==> config.mk <==
export PLATFORM = sky130hd
export DESIGN_NAME = mmio_decoder
export DESIGN_NICKNAME = d
export VERILOG_FILES = /design/src/rtl/mmio_pkg.sv /design/src/rtl/mmio_addr_match.sv /design/src/rtl/mmio_decoder.sv
export SDC_FILE = /design/constraint.sdc
export NUM_CORES = 1
export LEC_CHECK = 0
export BUFFER_PORTS_ARGS = -buffer_cell sky130_fd_sc_hd__buf_2
export CAP_MARGIN = 20
export CORE_AREA = 5 5 137 139
export CTS_CLUSTER_DIAMETER = 120
export DETAILED_ROUTE_END_ITERATION = 16
export DIE_AREA = 0 0 142 144
export PLACE_DENSITY = 0.81
export SYNTH_ARGS = -nofsm -noshare
export SYNTH_HDL_FRONTEND = slang
export SYNTH_SLANG_ARGS = --single-unit
==> constraint.sdc <==
create_clock -name clk -period 7.3 [get_ports clk]
set_input_delay 0.365 -clock clk [delete_from_list [all_inputs] [get_ports clk]]
set_output_delay 0.365 -clock clk [all_outputs]
set_load 0.005 [all_outputs]
==> src/rtl/mmio_pkg.sv <==
// mmio_pkg: shared FSM states, fault causes and select-width helper for the MMIO decoder.
package mmio_pkg;
    typedef enum logic [1:0] {IDLE, ACTIVE, RESP} state_t;
    localparam logic [1:0] FAULT_NONE    = 2'd0;
    localparam logic [1:0] FAULT_DECODE  = 2'd1;
    localparam logic [1:0] FAULT_TIMEOUT = 2'd2;
    function automatic int sel_w(input int n);
        return n > 1 ? $clog2(n) : 1;
    endfunction
endpackage

==> src/rtl/mmio_addr_match.sv <==
// mmio_addr_match: base/mask address comparators with lowest-index priority.
module mmio_addr_match #(
    parameter int N = 4,
    parameter int ADDR_W = 32,
    parameter int SEL_W = 2,
    parameter logic [N*ADDR_W-1:0] BASE = '0,
    parameter logic [N*ADDR_W-1:0] MASK = '0
) (
    input  logic [ADDR_W-1:0] addr,
    output logic              hit,
    output logic [SEL_W-1:0]  sel
);
    // Scan downwards so the lowest matching index is the one left standing.
    always_comb begin
        hit = 1'b0;
        sel = '0;
        for (int i = N - 1; i >= 0; i--) begin
            if ((addr & MASK[i*ADDR_W +: ADDR_W]) == BASE[i*ADDR_W +: ADDR_W]) begin
                hit = 1'b1;
                sel = SEL_W'(i);
            end
        end
    end
endmodule

==> src/rtl/mmio_decoder.sv <==
// mmio_decoder: CPU memory port to N slaves with address decode, timeout and fault bookkeeping.
module mmio_decoder
    import mmio_pkg::*;
#(
    parameter int N_SLAVES = 4,
    parameter int ADDR_W = 32,
    parameter int DATA_W = 32,
    parameter logic [N_SLAVES*ADDR_W-1:0] SLAVE_BASE = '0,
    parameter logic [N_SLAVES*ADDR_W-1:0] SLAVE_MASK = '0,
    parameter int TIMEOUT_CYCLES = 256,
    parameter logic [DATA_W-1:0] FAULT_RDATA = '0
) (
    input  logic                       clk,
    input  logic                       reset,
    input  logic                       m_valid,
    input  logic [ADDR_W-1:0]          m_addr,
    input  logic [DATA_W/8-1:0]        m_wstrb,
    input  logic [DATA_W-1:0]          m_wdata,
    output logic                       m_ready,
    output logic [DATA_W-1:0]          m_rdata,
    output logic                       m_fault,
    output logic [N_SLAVES-1:0]        s_valid,
    output logic [ADDR_W-1:0]          s_addr,
    output logic [DATA_W/8-1:0]        s_wstrb,
    output logic [DATA_W-1:0]          s_wdata,
    input  logic [N_SLAVES-1:0]        s_ready,
    input  logic [N_SLAVES*DATA_W-1:0] s_rdata,
    output logic [15:0]                fault_count,
    output logic [ADDR_W-1:0]          last_fault_addr
);
    localparam int SW = sel_w(N_SLAVES);
    localparam int CW = $clog2(TIMEOUT_CYCLES);
    state_t state, state_n;
    logic [SW-1:0] sel, dec_sel;
    logic hit, rdy, timed_out;
    logic [CW-1:0] cnt;
    logic [1:0] cause;
    logic [DATA_W-1:0] rdata_q;
    mmio_addr_match #(
        .N(N_SLAVES), .ADDR_W(ADDR_W), .SEL_W(SW), .BASE(SLAVE_BASE), .MASK(SLAVE_MASK)
    ) u_match (
        .addr(m_addr), .hit(hit), .sel(dec_sel)
    );
    assign rdy = state == ACTIVE && s_ready[sel];
    assign timed_out = cnt == CW'(TIMEOUT_CYCLES - 1);
    assign m_ready = state == RESP;
    assign m_fault = m_ready && cause != FAULT_NONE;
    assign m_rdata = m_ready ? rdata_q : '0;
    // Valid drops in the same cycle the selected slave answers.
    always_comb begin
        s_valid = '0;
        if (state == ACTIVE) s_valid[sel] = !s_ready[sel];
    end
    always_comb begin
        state_n = state == IDLE   ? (m_valid ? (hit ? ACTIVE : RESP) : IDLE) :
                  state == ACTIVE ? ((rdy || timed_out) ? RESP : ACTIVE) : IDLE;
    end
    always_ff @(posedge clk or posedge reset) begin
        if (reset) begin
            state <= IDLE;
            s_addr <= '0;
            s_wstrb <= '0;
            s_wdata <= '0;
            sel <= '0;
            cnt <= '0;
            cause <= FAULT_NONE;
            rdata_q <= '0;
            fault_count <= '0;
            last_fault_addr <= '0;
        end else begin
            state <= state_n;
            if (state == IDLE && m_valid) begin
                s_addr <= m_addr;
                s_wstrb <= m_wstrb;
                s_wdata <= m_wdata;
                sel <= dec_sel;
                cnt <= '0;
                cause <= hit ? FAULT_NONE : FAULT_DECODE;
                rdata_q <= hit ? '0 : FAULT_RDATA;
            end
            if (state == ACTIVE) begin
                cnt <= cnt + 1'b1;
                if (rdy) begin
                    rdata_q <= s_rdata[sel*DATA_W +: DATA_W];
                    cause <= FAULT_NONE;
                end else if (timed_out) begin
                    rdata_q <= FAULT_RDATA;
                    cause <= FAULT_TIMEOUT;
                end
            end
            if (state == RESP && cause != FAULT_NONE) begin
                if (fault_count != 16'hFFFF) fault_count <= fault_count + 1'b1;
                last_fault_addr <= s_addr;
            end
        end
    end
endmodule

Word level (Yosys, flattened, before mapping)
Cells that the tools add are included.

Reductions and logical operators: 9. Eq/ne operators: 4. $add $sub $neg: 2. Mux-type cells: 16.

Operators by type and width (number): two-way mux 32 bit (5); adder 16 x 1 -> 16 bit, second input constant (1); two-way mux 8 bit (2); != test 16 bit, second input constant (1); two-way mux 2 bit (7); adder 8 x 1 -> 8 bit, second input constant (1); == test 8 bit, second input constant (1); nonzero test 2 bit (2); logical AND 1 bit (3); == test 2 x 1 -> 1 bit, second input constant (1); == test 2 bit, second input constant (1); logical NOT 2 bit (1); two-way mux 1 bit (2); AND reduction 2 bit (1); logical NOT 1 bit (1); logical OR 1 bit (1).

Input bits: 203. Bits in registers: 160. Word-level logic and storage cells: 40. Output and inout port bits: 154.

Longest topological paths before layout
Word-level depth: 6. Depth in mapped cells: 7.

Modules after synthesis
Synthesis repeated with hierarchy kept, for this count alone.

Cell total of the unflattened synthesis: 664. Area, all modules: 7368.3 um^2.

Modules (own cells, without submodules): mmio_decoder (cells an instance 659, area each 7338.3 um^2, instances 1, sequential area each 4053.9 um^2); mmio_addr_match (cells an instance 5, area each 30.0 um^2, instances 1, sequential area each 0.0 um^2).

Worst setup path after synthesis
Ideal clock, no wire load.

Kind: reg2reg. From: reg fault_count[0]. To: reg fault_count[6]. Period minus slack after synthesis: 1.661 ns. Buffers on the path: 0. Data required time: 7.175 ns. Cell stages (with the launch flop): 6. Setup slack: 5.639 ns. Arrival: 1.536 ns. Cell sequence: dfrtp_1 -> ha_1 -> nand3_1 -> nor3_1 -> and3_1 -> mux2_2.

Word-level cells in the longest chain between the ends: 2. Elaborated cells on any way between the ends: 3. Classes of those cells: add/sub: 1; eq/ne: 1; reduce/logical: 1.

RTL lines: start, declared (RTL line mmio_decoder.sv:28) `output logic [15:0] fault_count,`; start signal, assigned (RTL line mmio_decoder.sv:92) `if (fault_count != 16'hFFFF) fault_count <= fault_count + 1'b1;`; branches (longest 2 deep; another with adder 16 x 1 -> 16 bit).

Several ways; the timed one is not identified. A chain may end at the register's enable or synchronous reset.

Final worst setup path
From: reg state[0]. To: out m_fault.

Word-level cells in the longest chain between the ends: 2.

RTL lines: start, declared (RTL line mmio_decoder.sv:33) `state_t state, state_n;`; start signal, assigned (RTL line mmio_decoder.sv:71) `state <= state_n;`; == test 2 bit (RTL line mmio_decoder.sv:46) `assign m_ready = state == RESP;`; logical AND 1 bit (RTL line mmio_decoder.sv:47) `assign m_fault = m_ready && cause != FAULT_NONE;`; end, declared (RTL line mmio_decoder.sv:21) `output logic m_fault,`.

Every way passes these cells.

==> impl_metrics.csv <==
group,metric,value,unit
clock_network,cts_setup_buffers,0,
layout,finish.utilization,0.4891,
global_route,grt_pass1_vias,5486,
place,io_buffers,254,
synthesis,syn_inst,672,
synthesis,synth.area.top_cells,"dfrtp_1 62%, nand2_1 18%, a22o_1 4.3%",
worst_setup_path,worst-path-max-fanout,36,
floorplan,core,17530,sq um
synthesis,synthDistinctLibCells,39,
route,wl_per_cell,15.10,um
global_route,grt_pass1_wl,27630,um
floorplan,die_h,144,um
sta,finalCriticalPeriod,3.079,ns
global_route,grtUsageTotal,0.1691,
sta,finalHoldViolations,0,
place,dpl.hpwl,12310,um
worst_setup_path,end_kind,"primary output",
run_status,status,"finished clean",
route,drtIter0Drc,301,
synthesis,netlist_area,6484,sq um
synthesis,async_flop_share,1.000,
place,dp_slack,4.371,ns
route,final_antenna_net_count,0,
synthesis,avgSynthCellArea,9.648,sq um
sta,rsz0062_at_grt,"no",
layout,nets,1123,
clock_network,postCtsHoldBufs,0,
clock_network,cts_made_buffers,17,
route,drc,0,
floorplan,num_rows,49,
power,leakagePower,4.948,nW
synthesis,seq_area_frac_synth,0.6175,
place,routabilityCongestion,0.8160,
synthesis,synth_top_area_cell,"dfrtp_1",
worst_setup_path,cp.arrival,2.71,ns
synthesis,ys_warn_count,0,
clock_network,cts.clk_slew.worst_paths,0.07,ns
synthesis,synth-edff-count,0,
route,wl,17540,um
synthesis,synth_ff_type,"dfrtp_1",
clock_network,post_cts_resized,0,
clock_network,clock-root-buffer,"clkbuf_16",
sta,finClkSkew,0.008951,ns
worst_setup_path,start_kind,"flip-flop",
floorplan,initial_core_util,0.3698,
min_path,min_path_type,"input pin to async pin",
floorplan,ios,357,
worst_setup_path,worst-setup-path-type,"flip-flop to primary output",
global_route,grt_remaining_overflow,0,
clock_network,clkSinkCount,160,
sta,setup_viol,0,
flow_run,drv_cap,0,
sta,finalMaxSlewViolations,0,
clock_network,clk_path_buf_depth,2,
route,firstDrtPassIters,5,
sta,tightest_slew,0.9838,ns
sta,fin_ws,4.221,ns
global_route,antenna_found_initial,3,
route,viasPerCell,4.725,
layout,drive_gt1_frac,0.3298,
synthesis,synth-seq-cells,160,
sta,fin_setup_tns,0,ns
power,vdd_drop_max,151.5,uV
clock_network,cts_tree,"built",
sta,period_share,0.4218,
synthesis,yosys.area.top_type_share,0.6175,
clock_network,clk_latency,0.42,ns
route,vias,5491,
worst_setup_path,timing.critical_path.required,6.93,ns
sta,fmaxAchievable,324.7,MHz
global_route,grt_max_degree,95,
layout,syn_to_final_growth,32.27,%
power,pwr_density_cell,324.6,nW/um^2
floorplan,dieArea,20450,sq um
clock_network,htreeDepth,4,
sta,slew_headroom,0.3417,
floorplan,die_w,142,um
[layout by cell type (no fill, tap or decap), drive strengths merged, types with 4 or more instances in the layout]
| cell | netlist | layout |
|---|---|---|
| nand3 | 8 | 8 |
| xor2 | 8 | 8 |
| mux2i | 4 | 4 |
| xnor2 | 4 | 4 |
| and2 | 35 | 35 |
| nor3 | 5 | 5 |
| and3 | 5 | 5 |
| nor2 | 11 | 11 |
| dfrtp | 160 | 160 |
| mux2 | 4 | 4 |
| nand4 | 9 | 9 |
| buf | 11 | 261 |
| a22o | 32 | 32 |
| inv | 2 | 10 |
| o21ai | 7 | 7 |
| clkbuf | 25 | 17 |
| nand2 | 315 | 315 |
[flip-flops by register name, summed over array words and instances (netlist names)]
register and count:
s_wdata 32, cause 2, rdata_q 32, cnt 8, last_fault_addr 32, s_addr 32, fault_count 16, s_wstrb 4
state 2
[worst max-delay path, stage by stage, from the launching register on]
cell and delay, ns:
dfrtp_1 0.40, nand2b_1 0.23, inv_1 0.44, o21ai_4 0.55, clkinv_1 0.43, buf_2 0.25
[cell families after synthesis]
| kind of cell | after synthesis | synth area share |
|---|---|---|
| AND/OR/NAND/NOR | 402 | 0.2644 |
| flip-flops | 160 | 0.6175 |
| AO/OA/AOI/OAI | 48 | 0.05886 |
| buffers and inverters | 39 | 0.02547 |
| XOR/XNOR | 12 | 0.01621 |
| multiplexers | 8 | 0.01312 |
| adder cells (fa/ha/maj) | 2 | 0.003859 |
| other | 1 | 0.0005784 |
[layer usage]
metal	track usage	wire length (um)	share of wire
met1	0.2191	7381	0.42
met5	0	7	0.00040
met2	0.2631	8226	0.47
met4	0.05909	378	0.022
met3	0.06184	1551	0.088
[through the flow]
stage                     cell area [sq um]  std cells  total power [W]  hold slack, ns
after floorplan                        6491        674         0.001570          0.4451
after global placement                 7971       1128         0.001869          0.4535
after detailed placement               7971       1128         0.001895          0.4578
after CTS                              8571       1160         0.002819          0.1144
after global routing                   8576       1162         0.002953          0.1183
final                                  8576       1162         0.002784          0.1153
[final timing paths]
kind | slack, ns | from | cells past startpoint | to
min in group clk | 0.13 | m_addr[0] | 3 | s_addr[0]
setup reg to reg | 4.43 | state[0] | 7 | fault_count[7]
max in group asynchronous | 5.77 | reset | 3 | last_fault_addr[12]
hold reg to reg | 0.47 | last_fault_addr[31] | 2 | last_fault_addr[31]
setup / recovery | 4.22 | state[0] | 5 | m_fault
hold / removal | 0.12 | reset | 2 | rdata_q[5]
[report_power, final]
part           internal, W  switching [W]
clock             0.000517       0.000394
combinational     0.000272       0.000341
sequential         0.00112       0.000145
[Yosys cell counts, types with 4 or more instances]
cell      number
and2_1        35
nor2_1        10
nand4_1        9
nand2_1      315
dfrtp_1      160
mux2i_1        4
buf_2          6
nand3_1        8
xnor2_1        4
clkbuf_1      25
o21ai_0        6
nor3_1         5
a22o_1        32
xor2_1         8
mux2_2         4
and3_1         5
[layout make-up]
type,instances,area (sq um)
diodes,2,5.005
clock buffers,17,425.4
clock inverters,15,173.9
fillers,1644,8959
inverters,3,16.27
multi-input cells,475,2341
flip-flops and latches,160,4004
well taps,229,286.5
repair buffers,261,1324
(Power assumes the default switching activity.)
